`config.mk`:
```
export PLATFORM = sky130hd
export DESIGN_NAME = mnemonic_display_scheduler
export DESIGN_NICKNAME = d
export VERILOG_FILES = /design/src/rtl/mnemonic_display_scheduler.sv
export SDC_FILE = /design/constraint.sdc
export NUM_CORES = 1
export LEC_CHECK = 0
export ABC_AREA = 1
export CELL_PAD_IN_SITES_DETAIL_PLACEMENT = 1
export CELL_PAD_IN_SITES_GLOBAL_PLACEMENT = 2
export CORE_MARGIN = 5
export CORE_UTILIZATION = 33
export DETAILED_ROUTE_END_ITERATION = 7
export PLACE_DENSITY_LB_ADDON = 0.12
export SYNTH_ARGS = -nofsm -noshare
export SYNTH_HDL_FRONTEND = slang
export SYNTH_SLANG_ARGS = --single-unit
```
`constraint.sdc`:
```
create_clock -name clock -period 10.1 [get_ports clock]
set_input_delay 2.02 -clock clock [delete_from_list [all_inputs] [get_ports clock]]
set_output_delay 2.02 -clock clock [all_outputs]
set_load 0.05 [all_outputs]
```
`src/rtl/mnemonic_display_scheduler.sv`:
```
// Shares one registered mnemonic decoder across all pipeline stages and streams the
// 5-char mnemonics to a character display. Optional DISP_DIFF_EN sends only stages whose mnemonic changed.
module mnemonic_display_scheduler #(
  parameter int STAGES = 5,
  parameter int ADDR_W = 5
) (
  input  logic                  clock,
  input  logic                  reset_n,
  input  logic                  snap,
  input  logic [STAGES*32-1:0]  stage_instr,
  output logic [31:0]           dec_instr,
  input  logic [39:0]           dec_char,
  output logic                  char_valid,
  input  logic                  char_ready,
  output logic [7:0]            char_data,
  output logic [ADDR_W-1:0]     char_addr,
  output logic                  busy,
  output logic                  frame_done
);

  localparam int KW = (STAGES > 1) ? $clog2(STAGES) : 1;
  localparam logic [39:0] FILLER = 40'h2D2D2D2020;  // "---  "

  typedef enum logic [2:0] {IDLE, ISSUE, WAIT, SEND, DONE} state_t;

  state_t      state, state_nxt;
  logic [31:0] frame [STAGES];
  logic [KW-1:0] k, k_inc;
  logic [2:0]  i;
  logic [39:0] mnem, mnem_sh, new_mnem;
  logic        pending;

  logic accept, last_char, last_stage, supported, skip;
  logic latch_frame, advance;

  assign accept     = (state == SEND) && char_ready;
  assign last_char  = (i == 3'd4);
  assign last_stage = (k == KW'(STAGES - 1));
  assign k_inc      = k + 1'b1;

  // Only these opcodes are covered by the decoder; anything else would show stale output.
  always_comb begin
    supported = 1'b0;
    unique case (dec_instr[6:0])
      7'b0110011, 7'b1101111, 7'b0110111, 7'b0010111: supported = 1'b1;
      7'b0100011: supported = (dec_instr[14:12] <= 3'd2);
      default:    supported = 1'b0;
    endcase
  end

  assign new_mnem = supported ? dec_char : FILLER;

`ifdef DISP_DIFF_EN
  logic [39:0]       shadow [STAGES];
  logic [STAGES-1:0] shadow_valid;

  always_ff @(posedge clock)
    if (accept && last_char) shadow[k] <= mnem;

  always_ff @(posedge clock or negedge reset_n)
    if (!reset_n)                 shadow_valid <= '0;
    else if (accept && last_char) shadow_valid[k] <= 1'b1;

  assign skip = shadow_valid[k] && (shadow[k] == new_mnem);
`else
  assign skip = 1'b0;
`endif

  assign latch_frame = ((state == IDLE) && snap) || ((state == DONE) && (pending || snap));
  assign advance     = !last_stage &&
                       (((state == WAIT) && skip) || (accept && last_char));

  // NOTE: always_comb assigns every output a default first so no path can infer a latch.
  always_comb begin
    state_nxt = state;
    unique case (state)
      IDLE:  if (snap) state_nxt = ISSUE;
      ISSUE: state_nxt = WAIT;
      WAIT:  if (skip) state_nxt = last_stage ? DONE : ISSUE;
             else      state_nxt = SEND;
      SEND:  if (accept && last_char) state_nxt = last_stage ? DONE : ISSUE;
      DONE:  state_nxt = (pending || snap) ? ISSUE : IDLE;
      default: state_nxt = IDLE;
    endcase
  end

  // NOTE: sequential state uses non-blocking assignments so every register samples pre-edge values.
  always_ff @(posedge clock or negedge reset_n)
    if (!reset_n) state <= IDLE;
    else          state <= state_nxt;

  always_ff @(posedge clock or negedge reset_n) begin
    if (!reset_n) begin
      k         <= '0;
      i         <= '0;
      mnem      <= '0;
      pending   <= 1'b0;
      dec_instr <= '0;
    end else begin
      if (latch_frame) begin
        k         <= '0;
        dec_instr <= stage_instr[31:0];
      end else if (advance) begin
        k         <= k_inc;
        dec_instr <= frame[k_inc];
      end

      if (state == WAIT) begin
        mnem <= new_mnem;
        i    <= '0;
      end else if (accept && !last_char) begin
        i <= i + 3'd1;
      end

      if (state == DONE)                  pending <= 1'b0;
      else if (snap && (state != IDLE))   pending <= 1'b1;
    end
  end

  // NOTE: the frame store has no reset; it is always written before being read.
  always_ff @(posedge clock)
    if (latch_frame)
      for (int s = 0; s < STAGES; s++) frame[s] <= stage_instr[32*s +: 32];

  assign mnem_sh    = mnem << {i, 3'b000};
  assign char_valid = (state == SEND);
  assign char_data  = char_valid ? mnem_sh[39:32] : 8'h00;
  assign char_addr  = char_valid ? (ADDR_W'(k) * ADDR_W'(3'd5) + ADDR_W'(i)) : '0;
  assign busy       = (state != IDLE);
  assign frame_done = (state == DONE);

endmodule

```
==> results of run 1 <==
## routing by layer
layer  GRT usage [%]  part of all wire [%]
met1            23.8                    44
met5               0                 0.061
met2            31.9                    49
met4            3.35                   1.6
met3            3.94                   6.0
## critical path, delay by kind of cell, from the launching register on
family | cells | cell delay [ns]
compound gates | 2 | 0.40
buf+inv | 3 | 1.51
flops | 1 | 0.74
simple gates | 2 | 0.16
## layout make-up
| type | instances | area share, % |
|---|---|---|
| Multi-Input combinational cell | 729 | 22.3 |
| Timing Repair Buffer | 260 | 17.4 |
| Tap cell | 448 | 3.77 |
| Sequential cell | 242 | 46.1 |
| Inverter | 156 | 3.93 |
| Antenna cell | 1 | 0.0168 |
| Clock buffer | 42 | 5.75 |
| Clock inverter | 11 | 0.765 |
## cells in the final DEF, fill, tap and decap left out, types with 3 or more instances in the layout
master / n
sky130_fd_sc_hd__nand2_1: 407
sky130_fd_sc_hd__clkdlybuf4s50_1: 250
sky130_fd_sc_hd__nand3_1: 173
sky130_fd_sc_hd__edfxtp_1: 160
sky130_fd_sc_hd__inv_1: 147
sky130_fd_sc_hd__dfrtp_1: 81
sky130_fd_sc_hd__nor2_1: 33
sky130_fd_sc_hd__o21ai_0: 32
sky130_fd_sc_hd__clkbuf_16: 30
sky130_fd_sc_hd__a21oi_1: 29
sky130_fd_sc_hd__nand3b_1: 18
sky130_fd_sc_hd__ha_1: 11
sky130_fd_sc_hd__buf_4: 9
sky130_fd_sc_hd__clkinv_2: 6
sky130_fd_sc_hd__clkbuf_8: 6
sky130_fd_sc_hd__clkbuf_1: 6
sky130_fd_sc_hd__inv_2: 5
sky130_fd_sc_hd__clkinv_1: 4
sky130_fd_sc_hd__or2_2: 4
sky130_fd_sc_hd__or2_1: 3
## logic make-up (layout without fill, tap and decap cells)
group,after synthesis,after routing,synth area share (%)
AO/OA/AOI/OAI,69,69,3.32
XOR/XNOR,2,2,0.159
adder cells (fa/ha/maj),13,13,1.54
buffers and inverters,217,469,7.86
flip-flops,242,242,62.1
other,0,1,0
AND/OR/NAND/NOR,645,645,25.0
## final timing paths
path | to | slack, ns | cells past startpoint
worst max-delay path | char_data[2] | 4.72 | 7
worst min-delay path | mnem[38] | 0.48 | 2
worst max register to register | k[0] | 6.60 | 8
worst min register to register | mnem[38] | 0.48 | 2
max in group asynchronous | k[0] | 7.50 | 2
min in group asynchronous | dec_instr[20] | 1.44 | 1
## flip-flops by register name (all words and copies together) (netlist names)
signal and cells:
dec_instr 32, state 3, frame 160, mnem 40, pending 1, k 3, i 3
## power by group
part           internal, uW  switching, uW
clock                   637            414
sequential             1300            126
combinational           567           1240
total                  2500           1780
## through the flow
stage,utilization [%],cell area [um^2],hold slack (ns),std cells,setup WS (ns)
6_report,44.7,14900,0.478,1889,4.72
5_1_grt,44.7,14900,0.506,1889,4.41
4_1_cts,44.7,14900,0.478,1888,4.67
3_5_place_dp,41.8,13900,0.461,1835,5.20
3_3_place_gp,41.8,13900,0.458,1835,5.28
2_1_floorplan,-,11000,0.444,1188,5.29
==> flow_metrics.tcl, run 1 <==
set metrics [dict create \
    outcome "completed" \
    maxSlewHeadroom_pct 17.4 \
    fp-row-count 67 \
    finalClockSkew_ns 0.0146 \
    floorplan.io_pins 252 \
    post_synthesis_cell_count 1188 \
    top_cells_by_count_synth "407 x sky130_fd_sc_hd__nand2_1, 173 x sky130_fd_sc_hd__nand3_1, 160 x sky130_fd_sc_hd__edfxtp_1, 149 x sky130_fd_sc_hd__inv_1, 82 x sky130_fd_sc_hd__dfrtp_1" \
    crit_required_ns 8.08 \
    post_drt_wl_per_cell_um 18.3 \
    finalSetupViolCount 0 \
    pwr_density_cell_nw_per_um2 287 \
    path_clk_slew_ns 0.06 \
    cts_tree "built" \
    worst-slew-pin-transition_ns 1.24 \
    htreeDepth 1 \
    post_cts_resized 0 \
    initial_core_utilization_pct 33.2 \
    floorplan_die_height_um 193 \
    grt_antenna_before_repair 3 \
    ys.warnings.count 0 \
    number_of_endpoints_with_negative_hold_slack_in_the_final_report 0 \
    multiInputGateArea_um2 3320 \
    critical-path-max-stage-delay_ns 0.80 \
    design_power_total_uw 4280 \
    regArea_um2 6860 \
    cp-start-kind "flip-flop" \
    grt_max_degree 194 \
    detail_route.vias_per_cell 4.70 \
    post_cts_hold_buffer_count 0 \
    firstDrtPassIters 4 \
    cts_post_setup_buffers_inserted 0 \
    critical_path_arrival_ns 3.36 \
    drt_wl_total_um 34600 \
    netlist-cell-type-count 31 \
    io_buffer_count 251 \
    die_area_um2 37200 \
    critical_path_cell_list "clkinv_1 > a21oi_1 > o21ai_0 > nand3_1 > nand2_1 > inv_1 > clkdlybuf4s50_1" \
    fraction_of_registers_with_async_set_or_reset_after_synthesis_pct 33.9 \
    yosysMostFrequentCell "sky130_fd_sc_hd__nand2_1" \
    detailedRoute.firstIterationViolations 440 \
    post-route-period-util_pct 53.2 \
    critical-path-slowest-cell "sky130_fd_sc_hd__clkdlybuf4s50_1" \
    rsz0062_at_grt "no" \
    hold_path.class "flip-flop to flip-flop" \
    maxCapViolCount 0 \
    globalRouteTotalUtil_pct 18.3 \
    grt_overflow 0 \
    synthTopCellsByArea "sky130_fd_sc_hd__edfxtp_1 44%, sky130_fd_sc_hd__dfrtp_1 19%, sky130_fd_sc_hd__nand2_1 14%" \
    finalMaxSlewViolations 0 \
    clock_latency_on_the_worst_skew_pair_ns 0.55 \
    mappedNetlistNets 1405 \
    finalWeightedCongestion 0.760 \
    numCtsBuffers 29 \
    first_global_vias 9526 \
    period_minus_slack_ns 5.38 \
    final_antenna_net_count 0 \
    final_layout_size_suffix_gt1_share_pct 5.28 \
    yosys.area.top_type "sky130_fd_sc_hd__edfxtp_1" \
    die-width_um 193 \
    dr_vias 8878 \
    power.leakage_uw 0.00643 \
    synth.ff_latch_count 242 \
    critical_path.endpoint_type "output port" \
    synth.cell_area_um2 11000 \
    synth_enable_flop_cells 160 \
    synthToLayoutAreaGrowth_pct 34.9 \
    numClockSinks 242 \
    post-synth-top-area-fraction_pct 43.5 \
    critical_path.max_fanout 20 \
    grt_pass1_wl_um 53200 \
    cts_max_path_buffers 3 \
    worst_ir_drop_vdd_mv 0.135 \
    timing.fmax_mhz 186 \
    dp.final_hpwl_um 22400 \
    crit_type "flip-flop to output port" \
    synth_seq_area_share_pct 62.1 \
    synthFlopType "sky130_fd_sc_hd__edfxtp_1" \
    clockRootBuffer "sky130_fd_sc_hd__clkbuf_16" \
    holdCritStartpoint "mnem[38]" \
    synth_area_per_cell_um2 9.29 \
    r2r-start "i[0]" \
    final.setup.tns_ns 0 \
    final_routed_drc_violation_total 0 \
    standard_cell_core_area_um2 33300 \
    worst_setup_path_startpoint "i[0]" \
    layout.nets 1635 \
    fill_cell_count 3802 \
]
Note: power is estimated with default switching activity, not from simulation.
==> run 2: changes to the inputs <==
- CORE_UTILIZATION: 33 -> 27
- clock period: 10.1 -> 4.4 ns (I/O delays scaled with it)
==> run 2 against run 1 <==
Against the previous run:
- cell count rose by 4.8%
- first-iteration DRC count fell by 24%
- clock power rose by 120%
- register-to-register slack got worse by 5.1 ns
- non-clock buffer count rose by 6
- flip-flop and latch count did not move
- sequential share of layout area fell by 0.21 points
- critical path depth did not move
- global-route usage fell by 2.4 points
- wire length rose by 5.3%
==> flow_metrics.tcl, run 2 (synthesis results as in run 1) <==
set metrics [dict create \
    finalWeightedCongestion 0.743 \
    die_area_um2 45000 \
    outcome "completed" \
    fin_hold_ws_ns 0.464 \
    dp.final_hpwl_um 24400 \
    period_minus_slack_ns 3.95 \
    final_routed_drc_violation_total 0 \
    standard_cell_core_area_um2 40600 \
    layoutNonFillerInstCount 1979 \
    final_antenna_net_count 0 \
    crit_type "flip-flop to output port" \
    finalMaxSlewViolations 0 \
    post_cts_hold_buffer_count 0 \
    path_clk_slew_ns 0.06 \
    pwr_density_cell_nw_per_um2 649 \
    timing.reg2reg.worst_path_depth 9 \
    mostFrequentLayoutCells "407 x sky130_fd_sc_hd__nand2_1, 247 x sky130_fd_sc_hd__clkdlybuf4s50_1, 173 x sky130_fd_sc_hd__nand3_1, 160 x sky130_fd_sc_hd__edfxtp_1, 146 x sky130_fd_sc_hd__inv_1" \
    critical-path-slowest-cell "sky130_fd_sc_hd__clkdlybuf4s50_1" \
    initial_core_utilization_pct 27.1 \
    numCtsBuffers 29 \
    layout.nets 1641 \
    cts_max_path_buffers 3 \
    synthToLayoutAreaGrowth_pct 35.6 \
    clockRootBuffer "sky130_fd_sc_hd__clkbuf_16" \
    htreeDepth 1 \
    number_of_endpoints_with_negative_hold_slack_in_the_final_report 0 \
    clock_latency_on_the_worst_skew_pair_ns 0.56 \
    worst_setup_path_startpoint "i[1]" \
    r2r-start "i[0]" \
    layout.cells.most_common "sky130_fd_sc_hd__nand2_1" \
    maxSlewHeadroom_pct 15.3 \
    n_diodes 0 \
    worst-slew-pin-transition_ns 1.27 \
    dr_vias 8794 \
    floorplan.io_pins 252 \
    layout.core_utilization_pct 36.8 \
    detailedRoute.firstIterationViolations 333 \
    grt_overflow 0 \
    critical_path.max_fanout 12 \
    first_global_vias 9477 \
    grt_pass1_wl_um 55600 \
    place.detailed.instances 1924 \
    critical_path_cell_list "clkinv_1 > a21oi_1 > o21ai_0 > nand3_1 > nand2_1 > inv_1 > clkdlybuf4s50_1" \
    floorplan_die_height_um 212 \
    biggestRegsByFlops "frame x160, mnem x40, dec_instr x32" \
    cp-start-kind "flip-flop" \
    maxCapViolCount 0 \
    registers.top_by_ff_count "frame" \
    finalSetupViolCount 0 \
    worst_ir_drop_vdd_mv 0.411 \
    fill_cell_count 4694 \
    detail_route.vias_per_cell 4.44 \
    final_layout_size_suffix_gt1_share_pct 5.67 \
    regToRegSetupSlack_ns 1.51 \
    critical_path_arrival_ns 3.07 \
    hold_path.class "input port to asynchronous set/reset pin" \
    fp-row-count 74 \
    timing.rr.end "k[0]" \
    finalClockSkew_ns 0.0218 \
    globalRouteTotalUtil_pct 15.9 \
    power.leakage_uw 0.00643 \
    crit_required_ns 3.52 \
    cts_tree "built" \
    rsz0062_at_grt "no" \
    design_power_total_uw 9720 \
    critical-path-max-stage-delay_ns 0.80 \
    post_drt_wl_per_cell_um 18.4 \
    final.setup.tns_ns 0 \
    firstDrtPassIters 4 \
    io_buffer_count 251 \
    drt_wl_total_um 36400 \
    grt_antenna_before_repair 2 \
    die-width_um 212 \
    numClockSinks 242 \
    critical_path.endpoint_type "output port" \
    timing.fmax_mhz 253 \
    post-route-period-util_pct 89.8 \
    grt_max_degree 103 \
    largest_register_ffs 160 \
]
==> run 2: changes by cell type in the layout (fill, tap and decap cells not counted), moves of 2 or more <==
cell and delta:
sky130_fd_sc_hd__bufinv_16 -2, sky130_fd_sc_hd__clkbuf_1 +6, sky130_fd_sc_hd__buf_4 +9, sky130_fd_sc_hd__clkdlybuf4s50_1 -3, sky130_fd_sc_hd__clkinv_2 -2
==> run 2: cell type report <==
cell class                 count  area [um^2]  share of cell area, %
multi-input combinational    729         3320                   22.2
inverter                     156          589                   3.94
clock inverter                 7         45.0                  0.301
sequential                   242         6860                   45.9
clock buffer                  47          853                   5.70
timing repair buffer         266         2630                   17.6
tap                          532          666                   4.45
==> run 2: report_power, final <==
group | total [uW] | switching (uW) | internal [uW]
Combinational | 4130 | 2820 | 1310
Clock | 2290 | 966 | 1320
Sequential | 3300 | 329 | 2970
Total | 9720 | 4120 | 5600
==> run 2: critical path, delay by kind of cell, from the launching register on <==
family,cells,cell delay (ns)
AO/OA/AOI/OAI,2,0.35
buffers and inverters,3,1.36
flip-flops,1,0.65
AND/OR/NAND/NOR,2,0.16
==> run 2: repair_timing <==
action,4_1_cts,5_1_grt
endpoints found under the setup margin,0,8
resized for setup,0,1
setup buffers,0,1
==> run 2: worst max path at each step <==
| stage | to | depth (start not counted) |
|---|---|---|
| 2_1_floorplan | frame[0][0] | 5 |
| 3_3_place_gp | char_data[0] | 7 |
| 3_5_place_dp | char_data[6] | 7 |
| 4_1_cts | char_data[6] | 7 |
| 5_1_grt | char_data[2] | 6 |
| 6_report | char_data[3] | 7 |
==> run 2: layer usage <==
metal | vias to the layer above | routed length [um] | GRT usage [%]
met4 | 4 | 662 | 3.09
met2 | 165 | 17100 | 26.8
li1 | 4298 | - | -
met3 | 43 | 1800 | 3.41
met5 | - | 29 | 0
met1 | 4284 | 16800 | 21.5
==> run 2: through the flow <==
| step | setup WS [ns] | cell area, um^2 |
|---|---|---|
| 3_3_place_gp | 0.790 | 14100 |
| 5_1_grt | 0.186 | 15000 |
| 4_1_cts | 0.0196 | 14900 |
| 6_report | 0.448 | 15000 |
| 2_1_floorplan | 0.726 | 11000 |
| 3_5_place_dp | 0.633 | 14100 |
==> run 3: changes to the inputs <==
- CTS_CLUSTER_SIZE: not set -> 16
- PLACE_DENSITY_LB_ADDON: 0.12 -> 0.3
==> run 3 against run 2 <==
Against the previous run:
- design area is 0.23% lower
- count of clock-buffer cells in the layout down 5
- clock power down 3%
==> flow_metrics.tcl, run 3 (synthesis results as in run 1) <==
set metrics [dict create \
    floorplan_die_height_um 212 \
    first_global_vias 9584 \
    crit_required_ns 3.52 \
    worst_setup_path_startpoint "k[2]" \
    initial_core_utilization_pct 27.1 \
    internal_power_uw 5560 \
    biggestRegsByFlops "frame x160, mnem x40, dec_instr x32" \
    layout.nets 1640 \
    htreeDepth 1 \
    io_buffer_count 251 \
    fin_hold_ws_ns 0.469 \
    detail_route.vias_per_cell 4.43 \
    final_layout_size_suffix_gt1_share_pct 5.19 \
    clockRootBuffer "sky130_fd_sc_hd__clkbuf_16" \
    critical_path.endpoint_type "output port" \
    final_routed_drc_violation_total 0 \
    grt_antenna_before_repair 2 \
    finalInstanceArea_um2 14900 \
    timing.reg2reg.worst_path_depth 8 \
    fill_cell_count 4686 \
    design_power_total_uw 9640 \
    post_drt_wl_per_cell_um 17.8 \
    pwr-share-comb_pct 43.4 \
    worst-slew-pin-transition_ns 0.949 \
    fp-row-count 74 \
    use_met1_pct 20.5 \
    power_frac_clock_pct 22.9 \
    critical_path_arrival_ns 3.34 \
    total_net_switching_power_uw 4090 \
    finalClockSkew_ns 0.0269 \
    final_setup_margin_ns 0.181 \
    grt_overflow 0 \
    maxSlewHeadroom_pct 36.7 \
    timing.fmax_mhz 237 \
    rsz0062_at_grt "no" \
    power.sequential.fraction_pct 33.7 \
    finalWeightedCongestion 0.764 \
    globalRouteTotalUtil_pct 15.5 \
    drt_wl_total_um 35300 \
    pwr_density_cell_nw_per_um2 646 \
    final.setup.tns_ns 0 \
    finalSetupViolCount 0 \
    path_clk_slew_ns 0.06 \
    cts_max_path_buffers 3 \
    crit_type "flip-flop to output port" \
    pre_cts_ws_ns 0.720 \
    hold_path.class "input port to asynchronous set/reset pin" \
    mostFrequentLayoutCells "407 x sky130_fd_sc_hd__nand2_1, 249 x sky130_fd_sc_hd__clkdlybuf4s50_1, 173 x sky130_fd_sc_hd__nand3_1, 160 x sky130_fd_sc_hd__edfxtp_1, 146 x sky130_fd_sc_hd__inv_1" \
    grt_pass1_wl_um 54500 \
    power.leakage_uw 0.00640 \
    final_antenna_net_count 0 \
    critical_path.max_fanout 6 \
    post-route-period-util_pct 95.9 \
    synthToLayoutAreaGrowth_pct 35.3 \
    regToRegSetupSlack_ns 1.44 \
    post_dp_cell_area_um2 14000 \
    firstDrtPassIters 4 \
    die-width_um 212 \
    finalMaxSlewViolations 0 \
    detailedRoute.firstIterationViolations 356 \
    cts_tree "built" \
    numCtsBuffers 29 \
    grt.busiest_layer "met2" \
    gr-usage-met2_pct 26.6 \
    period_minus_slack_ns 4.22 \
    cp-start-kind "flip-flop" \
    layout.cells.most_common "sky130_fd_sc_hd__nand2_1" \
    floorplan.io_pins 252 \
    groute.layer.met3.usage_pct 2.95 \
    number_of_endpoints_with_negative_hold_slack_in_the_final_report 0 \
    registers.top_by_ff_count "frame" \
    dr_vias 8779 \
    switching_share_pct 42.4 \
    dp.final_hpwl_um 23500 \
    outcome "completed" \
    post_cts_hold_buffer_count 0 \
    clock_latency_on_the_worst_skew_pair_ns 0.56 \
    timing.rr.end "k[0]" \
    worst_ir_drop_vdd_mv 0.281 \
    grt_max_degree 131 \
    numClockSinks 242 \
    standard_cell_core_area_um2 40600 \
    die_area_um2 45000 \
    maxCapViolCount 0 \
    largest_register_ffs 160 \
    r2r-start "k[0]" \
]
[run 3: layout make-up]
| cell class | count | area, um^2 | area share (%) |
|---|---|---|---|
| diodes | 2 | 5.00 | 0.0335 |
| inverters | 156 | 589 | 3.95 |
| flip-flops and latches | 242 | 6860 | 45.9 |
| repair buffers | 265 | 2630 | 17.6 |
| clock inverters | 12 | 60.1 | 0.402 |
| clock buffers | 42 | 805 | 5.39 |
| multi-input cells | 729 | 3320 | 22.2 |
| well taps | 532 | 666 | 4.46 |
[run 3: worst max path at each step]
stage                   endpoint  slack (ns)
CTS                 char_addr[4]        0.11
floorplan            frame[0][0]        0.73
global placement    char_addr[4]        0.78
finish              char_addr[4]        0.18
detailed placement  char_addr[4]        0.72
global route        char_addr[4]        0.02
[run 3: metal layers]
metal / vias to the layer above / routed length (um)
met5: - / 0
met4: 0 / 611
met3: 37 / 1670
met2: 169 / 17100
met1: 4275 / 15900
li1: 4298 / -
[run 3: worst max-delay path: stages, from the launching register on]
cell                              delay, ns
sky130_fd_sc_hd__dfrtp_1               0.44
sky130_fd_sc_hd__ha_1                  0.32
sky130_fd_sc_hd__ha_1                  0.34
sky130_fd_sc_hd__ha_1                  0.32
sky130_fd_sc_hd__nand2_1               0.06
sky130_fd_sc_hd__nand2_1               0.05
sky130_fd_sc_hd__a21oi_1               0.16
sky130_fd_sc_hd__o21ai_0               0.10
sky130_fd_sc_hd__a21oi_1               0.17
sky130_fd_sc_hd__clkdlybuf4s50_1       0.83
[run 3: metrics by stage]
stage / util, % / instances
after global routing: 36.7 / 1980
final: 36.7 / 1980
after floorplan: - / 1188
after detailed placement: 34.6 / 1923
after CTS: 36.7 / 1977
after global placement: 34.6 / 1923
[run 3: timing repair]
action,in CTS,in global routing
endpoints found under the setup margin,0,8
setup buffers,0,1
gates resized for setup,0,1
[run 3: power groups by stage]
stage / Sequential (uW) / Combinational (uW) / Clock [uW]
2_1_floorplan: 3660 / 2360 / 0
3_3_place_gp: 3290 / 4230 / 0
3_5_place_dp: 3300 / 4270 / 0
4_1_cts: 3260 / 4290 / 2300
5_1_grt: 3310 / 4680 / 2390
6_report: 3250 / 4180 / 2210
